[config.mk]
export PLATFORM = sky130hd
export DESIGN_NAME = johnson_seq_ctrl
export DESIGN_NICKNAME = d
export VERILOG_FILES = /design/src/rtl/johnson_seq_pkg.sv /design/src/rtl/johnson_ring.sv /design/src/rtl/johnson_seq_ctrl.sv
export SDC_FILE = /design/constraint.sdc
export NUM_CORES = 1
export LEC_CHECK = 0
export BUFFER_PORTS_ARGS = -buffer_cell sky130_fd_sc_hd__buf_2
export CORE_UTILIZATION = 54
export DETAILED_ROUTE_END_ITERATION = 10
export GPL_ROUTABILITY_DRIVEN = 0
export GPL_TIMING_DRIVEN = 0
export PLACE_DENSITY = 0.82
export REMOVE_ABC_BUFFERS = 1
export SLEW_MARGIN = 20
export SYNTH_ARGS = -nofsm -noshare
export SYNTH_HDL_FRONTEND = slang
export SYNTH_SLANG_ARGS = --single-unit
[constraint.sdc]
create_clock -name clk -period 4.3 [get_ports clk]
set_clock_uncertainty 0.2 [all_clocks]
set_input_delay 0.43 -clock clk [delete_from_list [all_inputs] [get_ports clk]]
set_output_delay 0.43 -clock clk [all_outputs]
set_load 0.005 [all_outputs]
[src/rtl/johnson_seq_pkg.sv]
// johnson_seq_pkg: shared state type, default geometry and the Johnson decode
// reference used by the ring controller's consistency check.
package johnson_seq_pkg;

   typedef enum logic [1:0] {IDLE, RUN, DONE, FAULT} state_t;

   localparam int DEF_WIDTH = 4;
   localparam int STEPS     = 2 * DEF_WIDTH;

   // Johnson code at ring position idx: ones fill from the LSB for the first
   // half of the ring, then drain from the LSB for the second half.
   function automatic logic [63:0] decode(input int unsigned idx, input int unsigned width);
      logic [63:0] ones;
      ones = (64'd1 << width) - 64'd1;
      return idx <= width ? (64'd1 << idx) - 64'd1 : (ones << (idx - width)) & ones;
   endfunction

endpackage

[src/rtl/johnson_ring.sv]
// johnson_ring: WIDTH-stage twisted-ring register with its ring position.
//   clk, reset (async active-low) ; en steps one position, dir 0=fwd 1=rev,
//   clr returns to position 0 (clr overrides en) ; phase, step_idx registered.
module johnson_ring #(
   parameter  int WIDTH = 4,
   localparam int IDX_W = $clog2(2 * WIDTH)
) (
   input  logic             clk,
   input  logic             reset,
   input  logic             en,
   input  logic             dir,
   input  logic             clr,
   output logic [WIDTH-1:0] phase,
   output logic [IDX_W-1:0] step_idx
);

   localparam logic [IDX_W-1:0] LAST = IDX_W'(2 * WIDTH - 1);

   always_ff @(posedge clk or negedge reset) begin
      if (!reset) begin
         phase    <= '0;
         step_idx <= '0;
      end else if (clr) begin
         phase    <= '0;
         step_idx <= '0;
      end else if (en) begin
         phase    <= dir ? {~phase[0], phase[WIDTH-1:1]} : {phase[WIDTH-2:0], ~phase[WIDTH-1]};
         step_idx <= dir ? (step_idx == '0 ? LAST : step_idx - 1'b1)
                         : (step_idx == LAST ? '0 : step_idx + 1'b1);
      end
   end

endmodule

[src/rtl/johnson_seq_ctrl.sv]
// johnson_seq_ctrl: runs a Johnson phase ring for a programmed number of
// rotations, with abort, completion pulse and corrupted-ring recovery.
//   clk, reset (async active-low) ; start/rotations/dir accepted in IDLE,
//   stop in RUN, err_clr in FAULT ; phase/step_idx from the ring,
//   busy (RUN), done (one-cycle completion), err (held in FAULT).
module johnson_seq_ctrl
   import johnson_seq_pkg::*;
#(
   parameter  int WIDTH = DEF_WIDTH,
   parameter  int CNT_W = 8,
   localparam int IDX_W = $clog2(2 * WIDTH)
) (
   input  logic             clk,
   input  logic             reset,
   input  logic             start,
   input  logic             stop,
   input  logic [CNT_W-1:0] rotations,
   input  logic             dir,
   input  logic             err_clr,
   output logic [WIDTH-1:0] phase,
   output logic [IDX_W-1:0] step_idx,
   output logic             busy,
   output logic             done,
   output logic             err
);

   state_t           state, state_n;
   logic [CNT_W-1:0] rem, rem_n;
   logic             run_dir, run_dir_n;
   logic             en, clr, fault, wrap;

   johnson_ring #(.WIDTH(WIDTH)) u_ring (
      .clk      (clk),
      .reset    (reset),
      .en       (en),
      .dir      (run_dir),
      .clr      (clr),
      .phase    (phase),
      .step_idx (step_idx)
   );

   // Ring register must always agree with the code its position implies.
   assign fault = phase != WIDTH'(decode(32'(step_idx), WIDTH));
   // The step taken this cycle lands on position 0 (a full rotation).
   assign wrap  = run_dir ? step_idx == IDX_W'(1) : step_idx == IDX_W'(2 * WIDTH - 1);

   assign busy = state == RUN;
   assign done = state == DONE;
   assign err  = state == FAULT;

   always_ff @(posedge clk or negedge reset) begin
      if (!reset) begin
         state   <= IDLE;
         rem     <= '0;
         run_dir <= 1'b0;
      end else begin
         state   <= state_n;
         rem     <= rem_n;
         run_dir <= run_dir_n;
      end
   end

   always_comb begin
      state_n   = state;
      rem_n     = rem;
      run_dir_n = run_dir;
      en        = 1'b0;
      clr       = 1'b0;
      if (fault) begin
         state_n = FAULT;
         clr     = 1'b1;
         rem_n   = '0;
      end else begin
         case (state)
            IDLE: if (start) begin
               state_n   = rotations != '0 ? RUN : DONE;
               rem_n     = rotations;
               run_dir_n = dir;
            end
            // The final wrap takes priority over a coincident stop.
            RUN: if (wrap && rem == CNT_W'(1)) begin
               en      = 1'b1;
               rem_n   = '0;
               state_n = DONE;
            end else if (stop) begin
               clr     = 1'b1;
               rem_n   = '0;
               state_n = IDLE;
            end else begin
               en    = 1'b1;
               rem_n = wrap ? rem - 1'b1 : rem;
            end
            DONE:    state_n = IDLE;
            FAULT:   state_n = err_clr ? IDLE : FAULT;
            default: state_n = IDLE;
         endcase
      end
   end

endmodule

# After elaboration in Yosys (flattened, before gate mapping)
# Cells that the tools add are included.
[word_totals]
register_bits = 18
latchBits = 0
mem_bits_rw = 0
mem_bits_ro = 0
output_inout_bits = 10
word_cells = 66
memories = 0
[op_classes]
add_sub_neg = 5
mul = 0
n_div = 0
n_lt_le_gt_ge = 1
n_eq_ne = 10
n_shift = 2
n_mux = 31
bitwise_logic = 3
n_reduce_logical = 9
[op_table]
columns = ["operator", "count"]
rows = [
  ["$mux W8", 5],
  ["$shl A4 B32 Y4 const A", 1],
  ["$mux W4", 4],
  ["$pmux W8 S2", 1],
  ["$mux W3", 5],
  ["$mux W2", 6],
  ["$mux W1", 9],
  ["$eq A8 B1 Y1 const B", 1],
  ["$pmux W2 S4", 1],
  ["$reduce_bool A8 Y1", 1],
  ["$sub A8 B1 Y8 const B", 1],
  ["$reduce_and A3 Y1", 2],
  ["$ne A5 B2 Y1 const B", 1],
  ["$eq A2 B2 Y1 const B", 2],
  ["$ne A4 B2 Y1 const B", 1],
  ["$ne A4 B4 Y1", 1],
  ["$shl A1 B3 Y4 const A", 1],
  ["$sub A3 B3 Y4 const B", 1],
  ["$sub A4 B1 Y4 const B", 1],
  ["$add A3 B1 Y3 const B", 1],
  ["$eq A3 B1 Y1 const B", 1],
  ["$eq A3 B3 Y1 const B", 1],
  ["$le A3 B3 Y1 const B", 1],
  ["$logic_not A3 Y1", 1],
  ["other kinds (9)", 11],
]

# Depth between registers and ports, before layout
[depth]
ltp_word = 8
mapped_depth = 9

# Hierarchy
# Synthesis repeated with hierarchy kept, for this count alone.
[hier_totals]
hier_cells = 179
hier_area_um2 = 1512.7
[modules_own_cells]
columns = ["module", "n_inst", "cells_per_inst", "area_per_inst_um2"]
rows = [
  ["johnson_seq_ctrl", 1, 135, 1072.3],
  ["johnson_ring", 1, 44, 440.4],
]

# Least setup slack after synthesis
# OpenSTA, ideal clock, no wires.
[synth_timing]
path_kind = "reg-to-reg"
from = "reg u_ring.step_idx[0]"
to = "reg run_dir"
arrival_time_ns = 2.137
slack_ns = 1.835
path_stages_with_launch = 10
path_buffers = 1
synth_period_minus_slack_ns = 2.465
cell_sequence = "dfrtp_1 -> inv_1 -> ha_1 -> buf_6 -> or4b_1 -> o31ai_1 -> or3_2 -> nand4_4 -> nor2_1 -> mux2_1"
[synth_via]
elab_chain_len = 6
elab_cells_between_ends = 9
[synth_rtl]
columns = ["item", "line", "source"]
rows = [
  ["start: declaration", "johnson_ring.sv:14", "output logic [IDX_W-1:0] step_idx"],
  ["start signal: assignment", "johnson_ring.sv:28", "step_idx <= dir ? (step_idx == '0 ? LAST : step_idx - 1'b1)"],
  ["$sub A3 B3 Y4 or $shl A1 B3 Y4 (tied branches)", "johnson_seq_pkg.sv:15", "return idx <= width ? (64'd1 << idx) - 64'd1 : (ones << (idx - width)) & ones;"],
  ["$shl A4 B32 Y4 or $sub A4 B1 Y4 (tied branches)", "johnson_seq_pkg.sv:15", ""],
  ["$mux W4 (*)", "johnson_seq_pkg.sv:15", ""],
  ["$ne A4 B4 Y1 (*)", "johnson_seq_ctrl.sv:43", "assign fault = phase != WIDTH'(decode(32'(step_idx), WIDTH));"],
  ["$not A1 Y1 (no source line) (*)", "n/a", ""],
  ["$reduce_and A3 Y1 (no source line) (*)", "n/a", ""],
  ["end signal: assignment", "johnson_seq_ctrl.sv:59", "run_dir <= run_dir_n;"],
  ["end: declaration", "johnson_seq_ctrl.sv:29", "logic run_dir, run_dir_n;"],
]
# Every way passes the cells marked *; elsewhere a longest branch is shown, timed or not.
# A chain may end at the register's enable or synchronous reset.

# Worst setup path after layout
[layout_timing]
from = "reg u_ring.step_idx[2]"
to = "reg rem[7]"
[layout_via]
elab_chain_len = 6
elab_cells_between_ends = 18
[layout_rtl]
columns = ["item", "line", "source"]
rows = [
  ["$sub A3 B3 Y4, or another cell as far along", "johnson_seq_pkg.sv:15", ""],
  ["$shl A4 B32 Y4, or another cell as far along", "johnson_seq_pkg.sv:15", ""],
  ["$mux W4 or $logic_and A1 B1 Y1 (tied branches)", "johnson_seq_pkg.sv:15, johnson_seq_ctrl.sv:81", ""],
  ["$ne A4 B4 Y1 or $mux W8 (tied branches)", "johnson_seq_ctrl.sv:43, johnson_seq_ctrl.sv:81", ""],
  ["$ne A5 B2 Y1 (no source line), or another cell as far along", "n/a", ""],
  ["$reduce_and A3 Y1 (no source line) or $mux W8 (tied branches)", "n/a", ""],
  ["end signal: assignment", "johnson_seq_ctrl.sv:58", "rem <= rem_n;"],
  ["end: declaration", "johnson_seq_ctrl.sv:28", "logic [CNT_W-1:0] rem, rem_n;"],
]
# Several ways; a longest one is shown, not always the timed one.

==> metrics <==
post-synthesis sequential area ratio=32.2%; crit path DAT=2.88 ns; worst hold-check path type=in -> reg; setup ws final=1.42 ns; critical path depth=7; count leader, synth=nor2_1; Avg Inst Size Synth=8.48 um^2; FF-to-FF path depth=7; clock slew at the register clock pins of the worst setup and hold paths=0.11 ns; Area contributors post-synth=dfrtp_1, ha_1, nor2_1; global route total overflow=0; Reg2Reg Setup Slack=1.42 ns; period utilization=67.0%; Rel. slew slack=48.5%; die area=2800 um^2; synthesized instance count=165; dpl ws=1.47 ns; Core ar.=2450 um^2; Commonest cells post-synth=nor2_1, dfrtp_1, nand2_1; DR vias/cell=6.41; initial antenna violation count=0; peak supply drop=0.943 mV; critical path endpoint=rem[7]; Ant. Diodes=0; Row Count=18; CP Capture Type=register; chip width=52.9 um; area of the multi-input gates=886 um^2; CP required=4.30 ns; hold slack=0.129 ns; Yosys warnings=0; DR pass1 iterations=4; area delta synth->final=11.9%; family with the most delay on the worst path=simple AND/OR/NAND/NOR gates; CTS tree=done; share of cells above drive strength 1=19.9%; Netlist Area Pre-Place=1400 um^2; Setup crit start kind=register; sw frac=52.1%; H-tree Lvls=1; initial core utilization=57.0%; NetSw=618 uW; number of enable flip-flop cells after synthesis=0; Clock Latency Late Sink=0.31 ns; status=finished clean; Gate power share=63.0%; CTS Buffer Depth=2; max capacitance violation total=0; Seq cells post-synth=18; pin count of the biggest net entering global routing=19; final max-slew violation count=0; crit-path max FO=16; Num CTS Buffers=3; wire per inst=15.7 um; pwr/cell area=758 nW/um^2; CP peak stage delay=0.61 ns; internal power=568 uW; Layout Nets=209; root buffer cell=clkbuf_4; Pleak=0.690 nW; CP cell instances=ha_1 -> nor2b_1 -> nor4b_2 -> nor3_2 -> o21ai_0 -> a22oi_1 -> nor2_1; Placed Cells=211; Unique masters post-synth=43; f_max=347 MHz; Setup TNS=0 ns; fraction of registers with async set/reset=100%; port bufs=23; Synth Flop Type=dfrtp_1; Final setup violation count=0; IO Count=24; Seq pwr share=27.6%; sequential standard cell area=450 um^2; vias in the first global route=1213; worst slew pin tran=0.768 ns; Fillers=215; Critical-path top delay cell=dfrtp_1; first-pass GRT wire length=5330 um; Yosys top cell area share=32.2%; post-DP HPWL=2410 um; post-route antenna net violation count=0; reg-to-reg startpoint=u_ring.step_idx[2]; largest area contributor in the netlist=dfrtp_1; aggregate global-route resource usage=26.3%; overall die height=52.9 um; Final Instance Count excl. Fillers=216; post-route minimum period=2.88 ns; RSZ-0062 raised after global routing=false; clock share of power=9.4%; Crit Path Category=reg -> reg; Worst setup startpoint=u_ring.step_idx[2]; WL final=3390 um; Starting DRT DRC Count=55; DRC Markers=0; Worst Path Buf+Inv=0; via count=1385; clock sinks=18; final hold vios=0; overall power=1.19 mW; RR Endpoint=rem[7]
==> sequential cells by signal, summed over array words and instances (netlist names) <==
name,flops
run_dir,1
u_ring.step_idx,3
state,2
rem,8
u_ring.phase,4
==> cells by family (layout without fill, tap and decap cells) <==
logic type | after synthesis | count (layout) | synth area share [%]
simple gates | 77 | 77 | 30.1
mux | 6 | 6 | 4.65
flops | 18 | 18 | 32.2
compound gates | 39 | 39 | 19.8
xor+xnor | 2 | 2 | 1.25
buf+inv | 15 | 36 | 4.83
fa+ha+maj | 8 | 8 | 7.16
==> worst min-delay path by stage <==
| stage | startpoint | endpoint | slack, ns | cells past startpoint |
|---|---|---|---|---|
| global placement | reset | u_ring.phase[2] | 0.18 | 1 |
| global route | dir | run_dir | 0.13 | 2 |
| floorplan | reset | rem[0] | -0.07 | 0 |
| CTS | dir | run_dir | 0.12 | 2 |
| finish | dir | run_dir | 0.13 | 2 |
| detailed placement | reset | u_ring.phase[2] | 0.19 | 1 |
==> final cells by class <==
| class | instances | area share [%] |
|---|---|---|
| multi-input combinational | 132 | 56.6 |
| sequential | 18 | 28.8 |
| timing repair buffer | 24 | 7.99 |
| tap | 30 | 2.40 |
| clock buffer | 4 | 2.32 |
| inverter | 8 | 1.92 |
==> cell usage in the layout (no fill, tap or decap), types with 2 or more instances in the layout <==
master / synthesis / routed
a21oi_1: 7 / 7
a22oi_1: 7 / 7
a32o_1: 2 / 2
and2_1: 3 / 3
and3_1: 2 / 2
buf_2: 3 / 23
clkbuf_4: 0 / 3
dfrtp_1: 18 / 18
ha_1: 8 / 8
inv_1: 8 / 8
mux2_2: 3 / 3
mux2i_1: 2 / 2
nand2_1: 17 / 17
nand3_1: 2 / 2
nand4_1: 2 / 2
nor2_1: 19 / 19
nor2b_1: 5 / 5
nor3_1: 10 / 9
nor3b_1: 2 / 2
nor4_1: 2 / 2
o211ai_1: 2 / 2
o21ai_0: 10 / 10
o22ai_1: 3 / 3
o31ai_1: 2 / 2
or4_1: 3 / 3
or4b_1: 3 / 3
==> power groups by stage <==
| stage | registers (mW) | clock network [mW] | logic, mW |
|---|---|---|---|
| after CTS | 0.325 | 0.116 | 0.750 |
| after floorplan | 0.305 | 0 | 0.552 |
| after detailed placement | 0.328 | 0 | 0.745 |
| final | 0.327 | 0.111 | 0.747 |
| after global placement | 0.320 | 0 | 0.701 |
| after global routing | 0.339 | 0.122 | 0.823 |
==> through the flow <==
| step | util [%] | area (um^2) |
|---|---|---|
| 6_report | 63.8 | 1570 |
| 5_1_grt | 63.8 | 1570 |
| 4_1_cts | 63.8 | 1570 |
| 3_5_place_dp | 61.9 | 1520 |
| 3_3_place_gp | 61.7 | 1510 |
| 2_1_floorplan | - | 1360 |
==> what timing repair did <==
item / in CTS / in global routing
buffers inserted: 0 / 0
gates resized for setup: 0 / 0
hold endpoints to repair: 18 / 0
hold buffers: 1 / 0
==> layer usage <==
layer  track usage, %  vias to the layer above  part of all wire, %
met1             32.9                      668                   41
met5                0                        -                    0
met4             12.3                        0                  1.4
li1                 -                      650                    -
met3             3.45                        5                  6.8
met2             44.1                       62                   50
No activity file was read; power rests on OpenSTA's default activity.
